$ cat config.mk
export PLATFORM = sky130hd
export DESIGN_NAME = instr_fetcher
export DESIGN_NICKNAME = d
export VERILOG_FILES = /design/src/rtl/instr_fetcher.sv
export SDC_FILE = /design/constraint.sdc
export NUM_CORES = 1
export LEC_CHECK = 0
export CAP_MARGIN = 20
export CORE_ASPECT_RATIO = 0.75
export CORE_MARGIN = 2
export CORE_UTILIZATION = 55
export DETAILED_ROUTE_END_ITERATION = 10
export GPL_TIMING_DRIVEN = 0
export PLACE_DENSITY = 0.81
export SYNTH_ARGS = -nofsm -noshare
export SYNTH_HDL_FRONTEND = slang
export SYNTH_SLANG_ARGS = --single-unit
$ cat constraint.sdc
create_clock -name clk -period 5.55 [get_ports clk]
set_clock_uncertainty 0.15 [all_clocks]
set_input_delay 1.11 -clock clk [delete_from_list [all_inputs] [get_ports clk]]
set_output_delay 1.11 -clock clk [all_outputs]
set_load 0.03 [all_outputs]
$ cat src/rtl/instr_fetcher.sv
// rtl/instr_fetcher.sv - PC owner, single-outstanding cache fetch, JAL prediction and in-order instruction queue
module instr_fetcher #(
  parameter int          QUEUE_DEPTH = 4,
  parameter logic [31:0] RESET_PC    = 32'h0
) (
  input  logic        clk,
  input  logic        rst,
  input  logic        rdy,
  input  logic        rob_clear,
  input  logic [31:0] rob_target_pc,
  output logic        fetch_req,
  output logic [31:0] fetch_addr,
  input  logic        cache_valid,
  input  logic [31:0] cache_instr,
  input  logic [31:0] cache_addr,
  output logic        dec_valid,
  output logic [31:0] dec_instr,
  output logic [31:0] dec_pc,
  output logic [31:0] dec_pred_pc,
  input  logic        dec_ready
);

  localparam int AW = $clog2(QUEUE_DEPTH);
  localparam logic [0:0]  ST_IDLE = 1'b0;
  localparam logic [0:0]  ST_WAIT = 1'b1;
  localparam logic [6:0]  OP_JAL  = 7'b1101111;
  localparam logic [AW:0] DEPTH_C = (AW+1)'(QUEUE_DEPTH);
  localparam logic [AW:0] CNT_ONE = 1;
  localparam logic [AW-1:0] PTR_ONE = 1;

  logic [0:0]    state;
  logic [31:0]   pc;
  logic [31:0]   req_addr;
  logic [AW-1:0] head;
  logic [AW-1:0] tail;
  logic [AW:0]   count;

  logic [31:0] q_instr [QUEUE_DEPTH];
  logic [31:0] q_pc    [QUEUE_DEPTH];
  logic [31:0] q_pred  [QUEUE_DEPTH];

  logic [31:0] imm_j;
  logic [31:0] npc;
  logic        enq;
  logic        deq;

  always_comb begin
    imm_j = {{11{cache_instr[31]}}, cache_instr[31], cache_instr[19:12],
             cache_instr[20], cache_instr[30:21], 1'b0};
    npc   = (cache_instr[6:0] == OP_JAL) ? req_addr + imm_j : req_addr + 32'd4;
  end

  // A response only counts if it answers the request currently outstanding
  assign enq = (state == ST_WAIT) && cache_valid && (cache_addr == req_addr);
  assign deq = (count != '0) && dec_ready;

  assign fetch_addr  = req_addr;
  assign dec_valid   = (count != '0);
  assign dec_instr   = dec_valid ? q_instr[head] : 32'h0;
  assign dec_pc      = dec_valid ? q_pc[head]    : 32'h0;
  assign dec_pred_pc = dec_valid ? q_pred[head]  : 32'h0;

  always_ff @(posedge clk or negedge rst) begin
    if (!rst) begin
      pc        <= RESET_PC;
      state     <= ST_IDLE;
      req_addr  <= 32'h0;
      fetch_req <= 1'b0;
      head      <= '0;
      tail      <= '0;
      count     <= '0;
    end else if (rdy) begin
      if (rob_clear) begin
        pc        <= rob_target_pc;
        state     <= ST_IDLE;
        fetch_req <= 1'b0;
        head      <= '0;
        tail      <= '0;
        count     <= '0;
      end else begin
        case (state)
          ST_IDLE: begin
            if (count < DEPTH_C) begin
              req_addr  <= pc;
              fetch_req <= 1'b1;
              state     <= ST_WAIT;
            end
          end
          default: begin
            if (enq) begin
              pc        <= npc;
              fetch_req <= 1'b0;
              state     <= ST_IDLE;
            end
          end
        endcase
        if (enq) tail <= tail + PTR_ONE;
        if (deq) head <= head + PTR_ONE;
        if (enq && !deq)      count <= count + CNT_ONE;
        else if (deq && !enq) count <= count - CNT_ONE;
      end
    end
  end

  // Queue payload needs no reset: it is only visible while count is non-zero
  always_ff @(posedge clk) begin
    if (rdy && !rob_clear && enq) begin
      q_instr[tail] <= cache_instr;
      q_pc[tail]    <= req_addr;
      q_pred[tail]  <= npc;
    end
  end

endmodule

==> impl_metrics.py, run 1 <==
metrics = {
    "run_status": {
        "status": "finished, final reports clean",
    },
    "logic_synthesis": {
        "synth_most_common_cell": "edfxtp_1",
        "synth_edf_count": 380,
        "synthTopCellsByArea": "edfxtp_1 (56%), mux4_2 (10%), dfrtp_1 (9.0%)",
        "ys_async_sr_fraction": 0.161,
        "syn_area_mm2": 0.0204,
        "synth_largest_area_cell": "edfxtp_1",
        "yosysSeqAreaShare": 0.649,
        "synth_commonest_cells": "edfxtp_1 (380), and2_1 (101), nand2_1 (100), mux4_2 (95), dfrtp_1 (73)",
        "synth-seq-cells": 453,
        "ys_dominant_reg_cell": "edfxtp_1",
        "syn_nets": 1474,
        "yosys_warnings": 0,
        "avgSynthCellArea_um2": 15.3,
        "syn-instance-count": 1335,
        "yosys.area.top_type_share": 0.560,
        "synth.distinct_cells": 64,
    },
    "floorplan": {
        "initial_core_util": 0.554,
        "dieArea_mm2": 0.0386,
        "pin_count": 232,
        "core_area_mm2": 0.0368,
        "row_count": 61,
        "die_x_um": 226,
        "fp.dieH_um": 171,
    },
    "critical_path": {
        "crit_fanout": 10,
        "ff2ff_path_depth": 8,
        "max_stage_delay_ns": 0.74,
        "timing.rr.end": "q_instr[3][13]",
        "required_ns": 4.29,
        "worstSetupPathType": "flip-flop to primary output",
        "critical_path.top_delay_family": "buffers and inverters",
        "path_common_cell": "clkbuf_1",
        "worstReg2RegStart": "fetch_addr[8]",
        "worstPathArrival_ns": 3.99,
        "end_kind": "primary output",
        "crit_slowest_cell": "clkbuf_1",
        "cp-startpoint": "head[1]",
        "critPathBufInv": 4,
        "worstSetupStartpointType": "flip-flop",
        "worstPathCellList": "clkbuf_1, clkbuf_1, clkbuf_1, mux4_2, and2_1, clkdlybuf4s50_1",
        "r2r_slack_ns": 1.37,
    },
    "drt": {
        "wl_mm": 53.0,
        "vias_per_cell": 5.99,
        "drt_iter0_markers": 1454,
        "ant_nets": 0,
        "drt_pass1_iterations": 5,
        "vias": 12900,
        "drcViolationCount": 0,
        "routedWlPerCell_um": 24.6,
    },
    "cts": {
        "clockRootBuffer": "clkbuf_16",
        "insertion_delay_ns": 0.55,
        "cts_tree": "yes",
        "cts.sinks": 453,
        "cts_resized": 0,
        "cts_hold_buf": 0,
        "cts_buffers": 43,
        "h-tree-depth": 2,
        "cts_buffer_depth": 3,
        "clk_pin_slew_ns": 0.06,
        "post_cts_buffers": 0,
    },
    "timing": {
        "finalHoldViolations": 0,
        "rsz0062_at_grt": "false",
        "period_minus_slack_ns": 5.25,
        "worst_pin_slew_ns": 1.11,
        "setup_viol": 0,
        "maxSlewHeadroom": 0.253,
        "fmax_mhz": 191,
        "period_share": 0.946,
        "hold_slack_ns": 0.322,
        "setup-tns-final_ns": 0,
        "fin_ws_ns": 0.301,
        "slew_viol_final": 0,
    },
    "power_and_ir_drop": {
        "ir_drop_uv": 345,
        "finalPower_w": 0.0139,
        "leakagePower_nw": 8.61,
        "power.density_mw_per_mm2": 558,
    },
    "placed_design": {
        "dp_hpwl_mm": 37.3,
        "io_buffers": 230,
        "post-place-ws_ns": 0.407,
        "gp_congestion": 0.909,
    },
    "hold_path": {
        "min_path_type": "flip-flop to flip-flop",
        "whs_endpoint": "count[0]",
        "hold_path_depth": 1,
        "min_from": "count[0]",
    },
    "layout": {
        "register_area_mm2": 0.0132,
        "final_core_util": 0.676,
        "fin_nets": 1755,
        "drive_gt1_frac": 0.132,
        "multiInputGateArea_mm2": 0.00679,
        "area_growth_syn_to_layout_pct": 21.9,
        "fillers": 2524,
    },
    "global_routing": {
        "grt_pass1_vias": 12500,
        "grt_pass1_wl_mm": 78.9,
        "grt_max_degree": 74,
        "antenna_found_initial": 0,
        "grt_overflow_total": 0,
        "grtUsageTotal": 0.281,
    },
    "run": {
        "max-cap-violations": 0,
    },
}
-- worst reg2reg max path, stage by stage, from the launching register on --
cell      delay (ns)
dfrtp_1         0.49
clkbuf_2        0.24
xor2_1          0.18
nor4_1          0.60
nand4_1         0.37
nor3_1          0.40
and3_1          0.32
and2_4          0.65
buf_16          0.34
-- power breakdown --
group          switching, W  internal (W)  total [W]  leakage, nW
clock network       0.00120       0.00163    0.00284        0.661
registers          0.000568       0.00416    0.00472         4.33
logic               0.00364       0.00267    0.00631         3.61
total               0.00541       0.00846     0.0139         8.61
-- state kept, by name (all words and copies together) (netlist names) --
register / count
q_pred: 126
state: 1
q_pc: 126
count: 3
pc: 32
head: 2
tail: 2
q_instr: 128
fetch_req: 1
fetch_addr: 32
-- how the worst max path moves through the flow --
stage / end / slack [ns] / cells after the start
finish: dec_pred_pc[12] / 0.30 / 6
global route: dec_pred_pc[14] / 0.10 / 6
CTS: dec_pred_pc[26] / 0.18 / 6
detailed placement: q_pred[1][31] / 0.41 / 12
global placement: q_instr[0][17] / -2.25 / 7
floorplan: q_instr[0][0] / 0.37 / 6
-- kinds of logic after synthesis --
logic type / share of synthesized area
xor+xnor: 0.0343
fa+ha+maj: 0.0234
simple gates: 0.0869
buf+inv: 0.0186
mux: 0.133
flops: 0.649
compound gates: 0.0547
-- per-layer routing --
layer  vias to the layer above  GRT usage  routed length (um)
li1                       5656          -                   -
met4                         0     0.0609                1090
met2                       609      0.431               24200
met5                         -          0                   0
met3                        73     0.0433                4870
met1                      6564      0.431               22900
-- cell usage in the layout (no fill, tap or decap), types with 6 or more instances in the layout --
master / synthesis / layout
xnor2_1: 41 / 41
mux4_2: 95 / 95
nand4_1: 15 / 15
and2_1: 101 / 97
clkbuf_1: 49 / 61
mux2_2: 31 / 31
nor2_1: 44 / 44
o21ai_0: 60 / 60
ha_1: 35 / 35
a31oi_1: 8 / 8
xor2_1: 37 / 37
edfxtp_1: 380 / 380
nand3_1: 34 / 34
nor4_1: 6 / 6
a21o_1: 18 / 18
nor3_1: 15 / 15
clkdlybuf4s50_1: 0 / 229
buf_1: 8 / 7
o22ai_1: 7 / 7
o21a_1: 6 / 6
nand2_1: 100 / 100
and3_1: 11 / 11
inv_1: 25 / 25
buf_2: 8 / 8
mux2i_1: 22 / 22
a21oi_1: 40 / 40
clkbuf_16: 0 / 45
dfrtp_1: 73 / 73
clkinv_1: 0 / 9
o21bai_1: 7 / 7
-- cell type report --
| class | count | area share |
|---|---|---|
| Sequential cell | 453 | 0.533 |
| Multi-Input combinational cell | 788 | 0.273 |
| Timing Repair Buffer | 237 | 0.0988 |
| Clock buffer | 62 | 0.0495 |
| Tap cell | 504 | 0.0254 |
| Buffer | 68 | 0.0116 |
| Clock inverter | 17 | 0.00524 |
| Inverter | 25 | 0.00378 |
| Antenna cell | 1 | 0.000101 |
-- stage by stage --
stage / area [um2] / instances
2_1_floorplan: 20400 / 1335
3_3_place_gp: 23300 / 2069
3_5_place_dp: 23500 / 2074
4_1_cts: 24800 / 2153
5_1_grt: 24900 / 2154
6_report: 24900 / 2155
(Power assumes the default switching activity.)
==> run 2, diff against run 1 <==
--- a/config.mk
+++ b/config.mk
@@ -5,7 +5,6 @@
 export SDC_FILE = /design/constraint.sdc
 export NUM_CORES = 1
 export LEC_CHECK = 0
-export CAP_MARGIN = 20
 export CORE_ASPECT_RATIO = 0.75
 export CORE_MARGIN = 2
 export CORE_UTILIZATION = 55
==> impl_metrics.py, run 2 (synthesis gave the netlist of run 1 again) <==
metrics = {
    "timing": {
        "setup-tns-final_ns": 0,
        "hold_slack_ns": 0.322,
        "finalHoldViolations": 0,
        "rsz0062_at_grt": "false",
        "period_share": 0.956,
        "setup_viol": 0,
        "fin_ws_ns": 0.242,
        "slew_viol_final": 0,
        "period_minus_slack_ns": 5.31,
        "maxSlewHeadroom": 0.144,
        "worst_pin_slew_ns": 1.28,
        "fmax_mhz": 188,
    },
    "critical_path": {
        "worstReg2RegStart": "fetch_addr[1]",
        "worstPathCellList": "clkbuf_1, clkbuf_1, clkbuf_1, mux4_2, and2_1, clkdlybuf4s50_1",
        "r2r_slack_ns": 1.34,
        "worstPathArrival_ns": 4.05,
        "ff2ff_path_depth": 12,
        "crit_slowest_cell": "clkbuf_1",
        "required_ns": 4.29,
        "timing.rr.end": "pc[25]",
        "worstSetupStartpointType": "flip-flop",
        "max_stage_delay_ns": 0.74,
        "path_common_cell": "clkbuf_1",
        "worstSetupPathType": "flip-flop to primary output",
        "end_kind": "primary output",
        "crit_fanout": 10,
    },
    "cts": {
        "cts_hold_buf": 0,
        "clk_pin_slew_ns": 0.06,
        "insertion_delay_ns": 0.56,
        "cts_buffer_depth": 3,
        "post_cts_buffers": 0,
        "cts_buffers": 42,
        "cts_tree": "yes",
        "cts_resized": 0,
        "cts.sinks": 453,
        "h-tree-depth": 2,
        "clockRootBuffer": "clkbuf_16",
    },
    "hold_path": {
        "min_from": "count[0]",
        "whs_endpoint": "count[0]",
        "min_path_type": "flip-flop to flip-flop",
        "hold_path_depth": 1,
    },
    "drt": {
        "drt_iter0_markers": 1187,
        "drcViolationCount": 0,
        "vias": 13000,
        "vias_per_cell": 6.03,
        "drt_pass1_iterations": 5,
        "routedWlPerCell_um": 24.9,
        "ant_nets": 0,
        "wl_mm": 53.5,
    },
    "run": {
        "max-cap-violations": 0,
    },
    "placed_design": {
        "gp_congestion": 0.909,
        "io_buffers": 230,
        "post-place-ws_ns": 0.474,
        "dp_hpwl_mm": 37.2,
        "dpl.cell_count": 2073,
    },
    "floorplan": {
        "die_x_um": 226,
        "fp.dieH_um": 171,
        "pin_count": 232,
        "initial_core_util": 0.554,
        "core_area_mm2": 0.0368,
        "dieArea_mm2": 0.0386,
        "row_count": 61,
    },
    "layout": {
        "drive_gt1_frac": 0.129,
        "final_core_util": 0.672,
        "layout_common_cells": "edfxtp_1 (380), clkdlybuf4s50_1 (229), nand2_1 (100)",
        "final-instance-count-excl-fill": 2149,
        "reg_top3": "q_instr: 128 flops, q_pc: 126 flops, q_pred: 126 flops",
        "fin_nets": 1751,
        "regMostFlops": "q_instr",
        "fillers": 2520,
        "largest_reg_flops": 128,
        "final_common_cell": "edfxtp_1",
        "area_growth_syn_to_layout_pct": 21.3,
    },
    "global_routing": {
        "grt_overflow_total": 0,
        "antenna_found_initial": 2,
        "grt_pass1_vias": 12700,
        "grt_max_degree": 74,
        "grtUsageTotal": 0.282,
        "grt_pass1_wl_mm": 79.0,
    },
    "power_and_ir_drop": {
        "power.density_mw_per_mm2": 556,
        "leakagePower_nw": 8.55,
        "ir_drop_uv": 318,
    },
    "run_status": {
        "status": "finished, final reports clean",
    },
}
[run 2: per-layer routing]
layer  track usage  vias up  wire length (um)
met5             0        -                 0
li1              -     5651                 -
met4        0.0684        0              1090
met1         0.424     6557             22900
met2         0.430      676             24400
met3        0.0543       76              5210
[run 2: final cells by class]
cell class	instances	area (um2)	area share
flip-flops and latches	453	13200	0.535
plain buffers	68	282	0.0114
repair buffers	234	2410	0.0974
multi-input cells	788	6790	0.274
clock buffers	63	1230	0.0499
clock inverters	13	62.6	0.00253
inverters	25	93.8	0.00379
diodes	1	2.50	0.000101
well taps	504	631	0.0255
[run 2: where the power goes]
| part | switching [W] | internal [W] | total (W) |
|---|---|---|---|
| Combinational | 0.00364 | 0.00264 | 0.00628 |
| Clock | 0.00121 | 0.00154 | 0.00275 |
| Sequential | 0.000580 | 0.00416 | 0.00474 |
| Total | 0.00543 | 0.00834 | 0.0138 |
[run 2: how the worst max path moves through the flow]
stage / start / to / slack [ns] / cells after the start
after floorplan: cache_addr[19] / q_instr[0][0] / 0.37 / 6
after global placement: cache_addr[19] / q_instr[0][17] / -2.25 / 7
after detailed placement: cache_instr[31] / q_pred[0][31] / 0.47 / 12
after CTS: head[0] / dec_pred_pc[26] / 0.08 / 6
after global routing: head[1] / dec_pred_pc[14] / 0.10 / 6
final: head[1] / dec_pred_pc[26] / 0.24 / 6
[run 2: critical path: cells and delay by family, from the launching register on]
family | cells | cell delay, ns
buf+inv | 4 | 2.58
mux | 1 | 0.41
flops | 1 | 0.32
simple gates | 1 | 0.17
[run 2: through the flow]
stage                     cell area [um2]  power [W]
after CTS                           24700     0.0138
after global placement              23300     0.0109
after floorplan                     20400    0.00851
final                               24700     0.0138
after detailed placement            23400     0.0110
after global routing                24700     0.0144
==> run 3, diff against run 2 <==
--- a/config.mk
+++ b/config.mk
@@ -5,6 +5,7 @@
 export SDC_FILE = /design/constraint.sdc
 export NUM_CORES = 1
 export LEC_CHECK = 0
+export CAP_MARGIN = 40
 export CORE_ASPECT_RATIO = 0.75
 export CORE_MARGIN = 2
 export CORE_UTILIZATION = 55
==> impl_metrics.py, run 3 (synthesis gave the netlist of run 1 again) <==
metrics = {
    "run_status": {
        "status": "finished, final reports clean",
    },
    "cts": {
        "h-tree-depth": 2,
        "cts_buffers": 43,
        "cts_buffer_depth": 3,
        "insertion_delay_ns": 0.56,
        "clk_pin_slew_ns": 0.06,
        "cts_tree": "yes",
        "cts.sinks": 453,
        "post_cts_buffers": 0,
        "cts_hold_buf": 0,
        "cts_resized": 0,
        "clockRootBuffer": "clkbuf_16",
    },
    "critical_path": {
        "worstSetupStartpointType": "flip-flop",
        "worstPathArrival_ns": 3.99,
        "r2r_slack_ns": 1.24,
        "timing.rr.end": "q_instr[1][17]",
        "required_ns": 4.29,
        "end_kind": "primary output",
        "ff2ff_path_depth": 8,
        "worstSetupPathType": "flip-flop to primary output",
        "crit_fanout": 10,
        "worstReg2RegStart": "fetch_addr[8]",
    },
    "hold_path": {
        "min_path_type": "primary input to asynchronous set/reset pin",
    },
    "floorplan": {
        "die_x_um": 226,
        "fp.dieH_um": 171,
        "dieArea_mm2": 0.0386,
        "row_count": 61,
        "core_area_mm2": 0.0368,
        "pin_count": 232,
        "initial_core_util": 0.554,
    },
    "power_and_ir_drop": {
        "switchingPower_w": 0.00547,
        "clock_power_share": 0.210,
        "leakagePower_nw": 8.69,
        "seq_power_share": 0.335,
        "combPwrFrac": 0.455,
        "ir_drop_uv": 400,
        "power.share.switching": 0.389,
        "power.density_mw_per_mm2": 562,
        "p_int_w": 0.00859,
    },
    "run": {
        "max-cap-violations": 0,
    },
    "timing": {
        "finalHoldViolations": 0,
        "fmax_mhz": 190,
        "worst_pin_slew_ns": 0.967,
        "setup_viol": 0,
        "maxSlewHeadroom": 0.349,
        "slew_viol_final": 0,
        "rsz0062_at_grt": "false",
        "period_share": 0.946,
        "period_minus_slack_ns": 5.25,
    },
    "layout": {
        "drive_gt1_frac": 0.140,
        "reg_top3": "q_instr: 128 flops, q_pc: 126 flops, q_pred: 126 flops",
        "area_growth_syn_to_layout_pct": 22.6,
        "final_core_util": 0.680,
        "layout_common_cells": "edfxtp_1 (380), clkdlybuf4s50_1 (229), nand2_1 (100)",
        "fin_nets": 1764,
        "final-instance-count-excl-fill": 2165,
        "fin_area_mm2": 0.0250,
        "largest_reg_flops": 128,
        "final_common_cell": "edfxtp_1",
        "fillers": 2482,
        "regMostFlops": "q_instr",
    },
    "drt": {
        "wl_mm": 53.6,
        "drcViolationCount": 0,
        "vias_per_cell": 6.00,
        "routedWlPerCell_um": 24.8,
        "ant_nets": 0,
        "vias": 13000,
        "drt_pass1_iterations": 7,
        "drt_iter0_markers": 1348,
    },
    "global_routing": {
        "grt_max_degree": 68,
        "antenna_found_initial": 1,
        "grtUsageTotal": 0.284,
        "grt_pass1_vias": 12700,
        "grt_overflow_total": 0,
        "grt_pass1_wl_mm": 79.5,
    },
    "placed_design": {
        "gp_congestion": 0.909,
        "io_buffers": 230,
        "dp_hpwl_mm": 37.7,
        "dpl_cell_area_mm2": 0.0236,
        "dpl.cell_count": 2082,
    },
}
==> run 3: cell count changes in the layout (fill, tap and decap cells not counted), sizes merged <==
cell    before  now
diode        1    2
buf         24   35
clkbuf     112  106
clkinv      10   17
inv         26   25
bufinv       0    4
==> run 3: worst max path at each step <==
stage / start / to / depth (start not counted) / slack, ns
after CTS: head[0] / dec_pred_pc[26] / 6 / 0.18
after floorplan: cache_addr[19] / q_instr[0][0] / 6 / 0.37
after global placement: cache_addr[19] / q_instr[0][17] / 7 / -2.25
after global routing: head[0] / dec_pred_pc[26] / 6 / 0.05
final: head[0] / dec_pred_pc[26] / 6 / 0.30
after detailed placement: cache_instr[31] / q_pred[0][31] / 12 / 0.45
==> run 3: area by class of cell <==
type | count | area (um2) | area share
antenna | 2 | 5.00 | 0.000200
clock inverter | 23 | 208 | 0.00831
inverter | 25 | 93.8 | 0.00375
timing repair buffer | 245 | 2560 | 0.102
clock buffer | 56 | 1200 | 0.0480
buffer | 69 | 285 | 0.0114
multi-input combinational | 788 | 6790 | 0.271
sequential | 453 | 13200 | 0.529
tap | 504 | 631 | 0.0252
==> run 3: stage by stage <==
| stage | worst slack, ns | total power, W | TNS, ns | hold WS [ns] |
|---|---|---|---|---|
| after floorplan | 0.375 | 0.00851 | 0 | 0.283 |
| after global placement | -2.25 | 0.0109 | -844.86 | 0.304 |
| after detailed placement | 0.448 | 0.0111 | 0 | 0.308 |
| after CTS | 0.180 | 0.0141 | 0 | 0.203 |
| after global routing | 0.0525 | 0.0147 | 0 | 0.204 |
| final | 0.297 | 0.0141 | 0 | 0.219 |
==> run 3: routing by layer <==
| layer | routed length, um | up-vias | global-route usage |
|---|---|---|---|
| li1 | - | 5678 | - |
| met1 | 22700 | 6557 | 0.421 |
| met2 | 24100 | 688 | 0.425 |
| met3 | 5520 | 77 | 0.0634 |
| met4 | 1360 | 0 | 0.0850 |
| met5 | 0 | - | 0 |
==> run 3: power by group through the flow <==
stage | registers, W | clock network, W | logic [W]
finish | 0.00471 | 0.00295 | 0.00641
global route | 0.00474 | 0.00312 | 0.00684
CTS | 0.00469 | 0.00298 | 0.00641
detailed placement | 0.00476 | 0 | 0.00637
global placement | 0.00474 | 0 | 0.00619
floorplan | 0.00472 | 0 | 0.00379
==> run 3: critical path, cell delays in order (launching register included) <==
cell and delay, ns:
dfrtp_1 0.33, clkbuf_1 0.63, buf_2 0.45, buf_1 0.63, mux4_2 0.60, and2_1 0.17, clkdlybuf4s50_1 0.60
